$ cat src/rtl/rsa_ctrl_pkg.sv
// Shared types and constants for the RSA operation arbiter.
package rsa_ctrl_pkg;

    typedef enum logic [2:0] {
        ST_IDLE  = 3'd0,
        ST_START = 3'd1,
        ST_BUSY  = 3'd2,
        ST_DONE  = 3'd3,
        ST_ABORT = 3'd4
    } state_t;

    localparam logic [1:0] ED_IDLE = 2'b00;
    localparam logic [1:0] ED_DEC  = 2'b01;
    localparam logic [1:0] ED_ENC  = 2'b10;

endpackage

$ cat src/rtl/rsa_watchdog.sv
// BUSY-cycle watchdog: cleared before each operation, counts while enabled,
// flags the cycle in which the count reaches TIMEOUT_CYCLES-1.
module rsa_watchdog #(
    parameter int unsigned TIMEOUT_CYCLES = 1024,
    parameter int unsigned CNT_W          = 16
) (
    input  logic clk,
    input  logic rst,
    input  logic clr,
    input  logic en,
    output logic expired
);

    localparam logic [CNT_W-1:0] LAST_COUNT = CNT_W'(TIMEOUT_CYCLES - 1);

    logic [CNT_W-1:0] count;

    always_ff @(posedge clk) begin
        if (rst) begin
            count <= '0;
        end else if (clr) begin
            count <= '0;
        end else if (en && !expired) begin
            count <= count + CNT_W'(1);
        end
    end

    assign expired = (count == LAST_COUNT);

endmodule

$ cat src/rtl/rsa_op_arbiter.sv
// Round-robin arbiter sharing one RSA core between an encrypt and a decrypt
// requester, with a watchdog that aborts operations the core never finishes.
module rsa_op_arbiter
    import rsa_ctrl_pkg::*;
#(
    parameter int unsigned TIMEOUT_CYCLES = 1024,
    parameter int unsigned CNT_W          = 16
) (
    input  logic       clk,
    input  logic       rst,
    input  logic       enc_req,
    input  logic       dec_req,
    input  logic       core_done,
    output logic [1:0] E_D,
    output logic       core_start,
    output logic       enc_grant,
    output logic       dec_grant,
    output logic       enc_done,
    output logic       dec_done,
    output logic       err_timeout
);

    state_t     state, state_next;
    logic       owner_dec, owner_next;
    logic       last_dec, last_next;
    logic       wd_clr, wd_en, wd_expired;
    logic       active_next;
    logic [1:0] e_d_next;

    rsa_watchdog #(
        .TIMEOUT_CYCLES(TIMEOUT_CYCLES),
        .CNT_W         (CNT_W)
    ) u_watchdog (
        .clk    (clk),
        .rst    (rst),
        .clr    (wd_clr),
        .en     (wd_en),
        .expired(wd_expired)
    );

    // Next state, arbitration and watchdog control
    always_comb begin
        state_next = state;
        owner_next = owner_dec;
        last_next  = last_dec;
        wd_clr     = 1'b0;
        wd_en      = 1'b0;
        case (state)
            ST_IDLE: begin
                if (enc_req || dec_req) begin
                    state_next = ST_START;
                    // on a tie the side not served last wins
                    owner_next = dec_req && !(enc_req && last_dec);
                end
            end
            ST_START: begin
                state_next = ST_BUSY;
                wd_clr     = 1'b1;
            end
            ST_BUSY: begin
                wd_en = 1'b1;
                if (core_done) begin
                    state_next = ST_DONE;
                end else if (wd_expired) begin
                    state_next = ST_ABORT;
                end
            end
            ST_DONE, ST_ABORT: begin
                state_next = ST_IDLE;
                last_next  = owner_dec;
            end
            default: begin
                state_next = ST_IDLE;
            end
        endcase
    end

    // Outputs are decoded from the next state so they register in step with it
    always_comb begin
        active_next = (state_next != ST_IDLE);
        e_d_next    = ED_IDLE;
        if (active_next) begin
            e_d_next = owner_next ? ED_DEC : ED_ENC;
        end
    end

    always_ff @(posedge clk) begin
        if (rst) begin
            state       <= ST_IDLE;
            owner_dec   <= 1'b0;
            last_dec    <= 1'b1;
            E_D         <= ED_IDLE;
            core_start  <= 1'b0;
            enc_grant   <= 1'b0;
            dec_grant   <= 1'b0;
            enc_done    <= 1'b0;
            dec_done    <= 1'b0;
            err_timeout <= 1'b0;
        end else begin
            state       <= state_next;
            owner_dec   <= owner_next;
            last_dec    <= last_next;
            E_D         <= e_d_next;
            core_start  <= (state_next == ST_START);
            enc_grant   <= active_next && !owner_next;
            dec_grant   <= active_next && owner_next;
            enc_done    <= (state_next == ST_DONE) && !owner_next;
            dec_done    <= (state_next == ST_DONE) && owner_next;
            err_timeout <= (state_next == ST_ABORT);
        end
    end

endmodule
$ cat config.mk
export PLATFORM = sky130hd
export DESIGN_NAME = rsa_op_arbiter
export DESIGN_NICKNAME = d
export VERILOG_FILES = /design/src/rtl/rsa_ctrl_pkg.sv /design/src/rtl/rsa_watchdog.sv /design/src/rtl/rsa_op_arbiter.sv
export SDC_FILE = /design/constraint.sdc
export NUM_CORES = 1
export LEC_CHECK = 0
export ABC_AREA = 1
export ABC_CLOCK_PERIOD_IN_PS = 2700
export CORE_UTILIZATION = 35
export DETAILED_ROUTE_END_ITERATION = 6
export SLEW_MARGIN = 20
export SYNTH_ARGS = -nofsm -noshare
export SYNTH_HDL_FRONTEND = slang
export SYNTH_HIERARCHICAL = 1
export SYNTH_SLANG_ARGS = --single-unit
$ cat constraint.sdc
create_clock -name clk -period 2.7 [get_ports clk]
set_input_delay 0.405 -clock clk [delete_from_list [all_inputs] [get_ports clk]]
set_output_delay 0.405 -clock clk [all_outputs]
set_load 0.05 [all_outputs]
# Yosys cells after proc, flatten, opt, wreduce, memory -nomap -nowiden
# Index checks and enable logic that the tools add are counted.
# word_totals
reg_bits	29
inputBits	5
output_inout_bits	8
elab_cells	46
# op_classes
n_addsub	1
n_eq_ne	8
n_mux	9
bitwise_logic	1
n_reduce_logical	16
# ops
operator	n
adder 16 x 1 -> 16 bit, second input constant	1
== test 16 x 10 -> 1 bit, second input constant	1
== test 3 x 2 -> 1 bit, second input constant	3
two-way mux 3 bit	3
one-hot mux 3 bit (3 select lines)	1
logical AND 1 bit	7
== test 3 x 1 -> 1 bit, second input constant	2
== test 3 bit, second input constant	2
OR reduction 2 bit	3
two-way mux 1 bit	4
logical NOT 1 bit	3
logical NOT 3 bit	1
nonzero test 3 bit	1
two-way mux 2 bit	1
logical OR 1 bit	1
inverter 1 bit	1

# Logic depth before layout (Yosys ltp)
# Gate-level depths: netlist of the first run.
# logic_depth
ltp_word	7
mapped_depth	11

# Hierarchy
# Netlist of the first run, hierarchy kept.
# modules_own_cells
mod	instances	cells_each	area_each_um2
rsa_watchdog	1	162	994.7
rsa_op_arbiter	1	57	485.5

# Least setup slack after synthesis of the first run
# OpenSTA, ideal clock, no wires.
# synth_timing
path_kind	flip-flop to flip-flop
start	reg u_watchdog.count[0]
end	reg u_watchdog.count[9]
arrival_ps	1224
required_time_ps	2572
path_slack_ps	1349
stages_incl_launch_ff	12
n_path_buf	1
period_less_slack_ps	1351
path_cell_list	dfxtp_1 -> ha_1 -> nand3_2 -> inv_2 -> nand2_2 -> inv_4 -> nand2_4 -> buf_6 -> nand3_1 -> nand2_1 -> nand2_1 -> nor2_1
# synth_between
elab_chain_len	3
elab_cells_between_ends	4
# synth_rtl
element	line_no	source
start, declared	rsa_watchdog.sv:16	logic [CNT_W-1:0] count;
start signal, assigned	rsa_watchdog.sv:24	count <= count + CNT_W'(1);
parallel branches: the longest is 3 deep, another holds adder 16 x 1 -> 16 bit	n/a	
# Parallel ways; which one is timed is not known.
# A chain may end at the register's enable or synchronous reset.

# Final worst setup path of the first run
# layout_timing
start	reg enc_grant
end	out enc_grant
# layout_rtl
element	line_no	source
start, declared	rsa_op_arbiter.sv:16	output logic enc_grant,
start signal, assigned	rsa_op_arbiter.sv:105	enc_grant <= active_next && !owner_next;
# No word-level cell between the ends.

==> results of run 1 <==
## metal layers
metal / vias to the layer above / share of wire, % / GRT usage [%]
met5: - / 0 / 0
met4: 0 / 0.45 / 3.99
met3: 2 / 3.5 / 4.62
met2: 19 / 44 / 22.3
met1: 575 / 52 / 21.9
li1: 716 / - / -
## synth_stat cells, types with 3 or more instances
cell type and n:
sky130_fd_sc_hd__inv_1 23, sky130_fd_sc_hd__a21oi_1 11, sky130_fd_sc_hd__nand4_1 6, sky130_fd_sc_hd__nor2_2 4, sky130_fd_sc_hd__inv_2 4, sky130_fd_sc_hd__nand3_1 17, sky130_fd_sc_hd__nor2_1 41, sky130_fd_sc_hd__dfxtp_1 29
sky130_fd_sc_hd__xnor2_1 3, sky130_fd_sc_hd__o21ai_0 5, sky130_fd_sc_hd__nand2_1 53, sky130_fd_sc_hd__nand2_2 6
## through the flow
| stage | hold WS (ns) | cell area [µm²] |
|---|---|---|
| after floorplan | 0.451 | 1480 |
| after global placement | 0.476 | 1640 |
| after detailed placement | 0.491 | 1640 |
| after CTS | 0.505 | 1740 |
| after global routing | 0.541 | 1740 |
| final | 0.497 | 1740 |
## kinds of logic after synthesis
logic type                 after synthesis  synth area share, %
AOI/OAI and AO/OA                       17                 5.83
DFF                                     29                 39.2
xor gates and xnor gates                 4                 2.37
and+or+nand+nor                        137                 43.1
adders and majority gates                1                0.845
buffers and inverters                   31                 8.62
## worst reg2reg max path: stages (launching register included)
cell                      delay (ns)
sky130_fd_sc_hd__dfxtp_1        0.42
sky130_fd_sc_hd__nand3_2        0.14
sky130_fd_sc_hd__inv_2          0.28
sky130_fd_sc_hd__inv_1          0.10
sky130_fd_sc_hd__nor2_1         0.33
sky130_fd_sc_hd__nand2_1        0.10
sky130_fd_sc_hd__a21oi_1        0.13
## report_power, final
part / total (mW) / leakage (nW) / internal [mW] / switching, mW
logic: 0.145 / 0.403 / 0.0453 / 0.0998
clock network: 0.386 / 0.0542 / 0.230 / 0.156
registers: 0.458 / 0.235 / 0.446 / 0.0119
total: 0.989 / 0.693 / 0.721 / 0.268
## how the worst min path moves through the flow
stage,from,endpoint,depth (start not counted)
6_report,owner_dec,last_dec,2
5_1_grt,u_watchdog/count[6],u_watchdog/count[6],2
4_1_cts,owner_dec,last_dec,2
3_5_place_dp,owner_dec,last_dec,2
3_3_place_gp,owner_dec,last_dec,2
2_1_floorplan,last_dec,last_dec,2
## cell type report
type / instances / area [µm²]
fill: 431 / 2280
multi-input combinational: 159 / 772
sequential: 29 / 581
timing repair buffer: 12 / 120
inverter: 28 / 108
clock buffer: 7 / 96.3
tap: 50 / 62.6
clock inverter: 1 / 5.00
==> results.md, run 1 <==
* 0 — number of flops mapped to enable cells by yosys
* 2.35 mm — sum of net half-perimeters after detailed placement
* 0 — DRC Markers
* 1 — Buffers & Inverters on Critical Path
* sky130_fd_sc_hd__dfxtp_1 — most area-hungry cell type in the Yosys netlist
* 4490 µm² — die footprint
* 0 — antenna violations before repair
* buffers and inverters — Top Family by Delay on Critical Path
* u_watchdog/count — Reg with most FFs
* 29 — number of synthesized register bits
* 0.926 ns — setup slack after placement
* sky130_fd_sc_hd__nand2_1 — leading cell type in the layout, fill and taps excluded
* 4.59 — Vias/cell
* 0 — number of nets with antenna violations after detailed routing
* 1.78 ns — final period demand of the worst path
* 66.8% — max_slew headroom
* 39.2% — portion of the post-synthesis area used by sequential elements
* 2 — deepest level of the CTS H-tree
* sky130_fd_sc_hd__clkbuf_8 — CTS Root Buffer Type
* 0 — number of hold-slack violations in the final timing report
* 2.30 ns — required time of the critical path
* 0.813 — Final GP Congestion
* enc_grant — timing endpoint of the critical path
* 0 ns — Sum Neg Setup Slack
* 0 — number of gates resized after cts
* 0 — max-cap check violation count
* 23 — number of standard-cell rows in the floorplan
* 0.27 ns — clock latency reported for the late side of the worst-skew pair
* 6 — count of cells along the worst register-to-register path
* 15.4% — GRT Util Overall
* 0.00419 ns — clock skew
* 36.7% — starting utilization of the core area
* 43.3% — core occupancy in the finished layout
* 0 — total setup violations reported at the end of the flow
* reg2reg — worst hold-check path type
* 989 µW — power consumption
* u_watchdog/count x16, state x3, E_D x2 — top flop regs
* 12.7% — share of layout cells above drive strength 1
* 12 — Port Buffer Count
* flop — CP Launch Type
* 0 — Hold-fix buffers, CTS
* completed — outcome
* 0.06 ns — clock slew seen by the registers of the worst setup and hold paths
* 71 — initial DRC count
* 1312 — via count of the routed design
* 219 — cell count after synthesis
* 1150 — vias in the first global route
* 26 — number of distinct library cell variants in the gate-level netlist after synthesis
* 6 — count of yosys warnings during synthesis
* 6.76 µm² — syn avg cell area
* 4030 µm² — area inside the core boundary
* sky130_fd_sc_hd__clkdlybuf4s50_1 — cell with the biggest individual delay on the critical path
* state[1] — r2r startpoint
* 0% — async set-reset flop share out of synthesis
* reg2out — critical path class
* false — setup repair after global routing missed its margin
* 241 — layout net count
* sky130_fd_sc_hd__dfxtp_1 39%, sky130_fd_sc_hd__nand2_1 13%, sky130_fd_sc_hd__nor2_1 10%, sky130_fd_sc_hd__inv_1 5.8%, sky130_fd_sc_hd__nand3_1 5.7% — largest cells by area after synthesis
* 17 — pin count of the biggest net entering global routing
* 225 — number of nets in the synthesized netlist
* 17.8% — Layout area overhead
* 1.14 ns — reg2reg setup slack
* 67.0 µm — floorplan die width
* 39.2% — area share of the leading cell type in the synthesized netlist
* 4 — 1st-pass router iterations
* 529 µV — maximum vdd drop
* 286 — non-filler cells in the finished layout
* 67.0 µm — height of the chip
* 278 — cell count after placement
* sky130_fd_sc_hd__dfxtp_1 — main flop type after synthesis
* 29 — count of clock tree sinks
* 65.9% — post-route clock period utilization
* 0.921 ns — slack of the critical path
* 0.79 ns — Slowest Stage Delay on Critical Path
* done — CTS tree
* 16 — flip-flop count of the largest register, all copies and words added
* 1480 µm² — netlist area before placement
* 0 — number of pins with negative max-slew slack in the final report
* 53 x sky130_fd_sc_hd__nand2_1, 41 x sky130_fd_sc_hd__nor2_1, 29 x sky130_fd_sc_hd__dfxtp_1, 23 x sky130_fd_sc_hd__inv_1, 17 x sky130_fd_sc_hd__nand3_1 — top library cells by usage in the layout, fill and taps aside
* enc_grant — CP startpoint
* 0 — count of antenna diodes in the layout
* u_watchdog/count[7] — reg-to-reg endpoint
* 562 MHz — max frequency
* 0.496 ns — Slew @ Worst Pin
* 1.37 ns — Data arrival, critical path
* 13 — Top Ports
* 0 — overflow left after global routing
* 0.693 nW — leakage power figure
* 5 — total clock buffers created by CTS
* primary output — CP endpoint kind
* 1 — biggest fanout along the worst timing path
* 11.0 µm — average wire per cell in the routed design
* 5.17 mm — wire length of the first global-routing pass
* 2 — clock tree buffer depth
* 0 — setup bufs post-CTS
* clkdlybuf4s50_1 — CP Cell Sequence
* 567 nW/µm² — Power per Cell Area
* 1 — cell count along the critical path
* 3.14 mm — Total Routed Length
(Power assumes the default switching activity.)
==> run 2: changes to the inputs <==
--- a/config.mk
+++ b/config.mk
@@ -6,7 +6,7 @@
 export NUM_CORES = 1
 export LEC_CHECK = 0
 export ABC_AREA = 1
-export ABC_CLOCK_PERIOD_IN_PS = 2700
+export ABC_CLOCK_PERIOD_IN_PS = 1800
 export CORE_UTILIZATION = 35
 export DETAILED_ROUTE_END_ITERATION = 6
 export SLEW_MARGIN = 20
==> constraint.sdc (replaced) <==
create_clock -name clk -period 1.8 [get_ports clk]
set_input_delay 0.27 -clock clk [delete_from_list [all_inputs] [get_ports clk]]
set_output_delay 0.27 -clock clk [all_outputs]
set_load 0.05 [all_outputs]
==> run 2 against run 1 <==
  * Utilization rose by 0.19 points
  * Final cell count increased by 0.70%
  * Global-route usage shrank 0.18 points
  * Critical path type unchanged
  * Critical endpoint is now enc_done
  * Largest cell class unchanged
  * Largest power group unchanged
  * Highest routed layer unchanged
==> results.md, run 2 (synthesis gave the netlist of run 1 again) <==
* 15.3% — GRT Util Overall, -0.18 points
* 1332 — via count of the routed design, +1.5%
* 67.0 µm — height of the chip, unchanged
* 581 µm² — combined flip-flop and latch cell area, unchanged
* 18.3% — Layout area overhead
* 0 — antenna violations before repair, unchanged
* 1.44 mW — power consumption, +45%
* 0 — setup bufs post-CTS, unchanged
* 0.154 ns — slack of the critical path, -0.767 ns
* 608 MHz — max frequency
* 4490 µm² — die footprint, unchanged
* 517 µV — maximum vdd drop, -2.4%
* 0.27 ns — clock latency reported for the late side of the worst-skew pair, about the same
* 0 — DRC Markers, unchanged
* 12 — Port Buffer Count, unchanged
* 420 — fillcell total, -2.6%
* 36.7% — starting utilization of the core area, unchanged
* 772 µm² — area used by multi-input combinational logic, unchanged
* 0.847 — Final GP Congestion, +4.3%
* 0 — number of nets with antenna violations after detailed routing, unchanged
* 0.340 ns — setup slack after placement, -0.586 ns
* 0 — number of pins with negative max-slew slack in the final report, unchanged
* sky130_fd_sc_hd__clkbuf_8 — CTS Root Buffer Type
* 4030 µm² — area inside the core boundary, unchanged
* 0.80 ns — Slowest Stage Delay on Critical Path, about the same
* 0 — total setup violations reported at the end of the flow, unchanged
* buffers and inverters — Top Family by Delay on Critical Path
* flop — CP Launch Type
* 91.4% — post-route clock period utilization
* 1.53 ns — required time of the critical path, -0.77 ns
* 13 — Top Ports, unchanged
* sky130_fd_sc_hd__clkdlybuf4s50_1 — cell with the biggest individual delay on the critical path
* 66.4% — max_slew headroom, -0.46 points
* 5 — 1st-pass router iterations, +1
* 0 — Hold-fix buffers, CTS, unchanged
* 10.2 µm — average wire per cell in the routed design, -6.8%
* 16 — flip-flop count of the largest register, all copies and words added, unchanged
* 5 — total clock buffers created by CTS, unchanged
* 67.0 µm — floorplan die width, unchanged
* 4.63 — Vias/cell, +0.82%
* 0 — number of hold-slack violations in the final timing report, unchanged
* 0.503 ns — Slew @ Worst Pin, +0.00691 ns
* 0 — overflow left after global routing, unchanged
* 1.65 ns — final period demand of the worst path
* 29 — count of clock tree sinks, unchanged
* 0.00538 ns — clock skew, +0.00119 ns
* 0.698 nW — leakage power figure, +0.82%
* false — setup repair after global routing missed its margin
* 0 ns — Sum Neg Setup Slack, unchanged
* 288 — non-filler cells in the finished layout, +0.70%
* 2 — deepest level of the CTS H-tree, unchanged
* 1 — Buffers & Inverters on Critical Path, unchanged
* 14 — pin count of the biggest net entering global routing, -3
* 55 — initial DRC count, -23%
* sky130_fd_sc_hd__nand2_1 — leading cell type in the layout, fill and taps excluded
* 0.06 ns — clock slew seen by the registers of the worst setup and hold paths, about the same
* 281 — cell count after placement, +1.1%
* u_watchdog/count x16, state x3, E_D x2 — top flop regs
* 23 — number of standard-cell rows in the floorplan, unchanged
* 5.03 mm — wire length of the first global-routing pass, -2.7%
* done — CTS tree
* completed — outcome
* 2.95 mm — Total Routed Length, -6.1%
* reg2reg — worst hold-check path type
* 13.0% — share of layout cells above drive strength 1, +0.31 points
* 1.38 ns — Data arrival, critical path, about the same
* 1 — biggest fanout along the worst timing path, unchanged
* 2 — clock tree buffer depth, unchanged
* clkdlybuf4s50_1 — CP Cell Sequence
* 244 — layout net count, +1.2%
* 0 — max-cap check violation count, unchanged
* 0 — count of antenna diodes in the layout, unchanged
* 820 nW/µm² — Power per Cell Area, +45%
* 0 — number of gates resized after cts, unchanged
* reg2out — critical path class
* 53 x sky130_fd_sc_hd__nand2_1, 41 x sky130_fd_sc_hd__nor2_1, 29 x sky130_fd_sc_hd__dfxtp_1, 23 x sky130_fd_sc_hd__inv_1, 17 x sky130_fd_sc_hd__nand3_1 — top library cells by usage in the layout, fill and taps aside
* primary output — CP endpoint kind
* 1150 — vias in the first global route, unchanged
* 2.20 mm — sum of net half-perimeters after detailed placement, -6.7%
* u_watchdog/count — Reg with most FFs
## run 2: changes by cell type in the layout (fill, tap and decap cells not counted), sizes merged
cell	delta
buf	+3
clkinv	-1
## run 2: worst paths after layout
path	start	endpoint	slack, ns	cells after the start
max	enc_done	enc_done	0.15	1
min	last_dec	last_dec	0.48	2
max reg2reg	u_watchdog/count[0]	u_watchdog/count[3]	0.34	9
min reg2reg	last_dec	last_dec	0.48	2
## run 2: metal layers
layer  global-route usage (%)  up-vias  part of all wire, %
li1                         -      729                    -
met1                     19.9      575                   50
met2                     21.8       26                   45
met3                     6.85        2                  4.1
met4                     5.32        0                 0.68
met5                        0        -                    0
## run 2: layout make-up
class,instances,area share [%]
clock buffer,7,4.93
multi-input combinational,159,44.1
tap,50,3.57
sequential,29,33.1
timing repair buffer,15,8.14
inverter,28,6.14
## run 2: stage by stage
stage | utilization, % | hold slack [ns] | cell area [µm²]
5_1_grt | 43.5 | 0.535 | 1750
3_3_place_gp | 41.3 | 0.476 | 1670
4_1_cts | 43.5 | 0.485 | 1750
6_report | 43.5 | 0.482 | 1750
2_1_floorplan | - | 0.339 | 1480
3_5_place_dp | 41.3 | 0.475 | 1670
## run 2: power by group
group / total, mW / switching (mW) / internal, mW
logic: 0.227 / 0.150 / 0.0770
registers: 0.686 / 0.0171 / 0.669
clock network: 0.523 / 0.221 / 0.302
total: 1.44 / 0.388 / 1.05
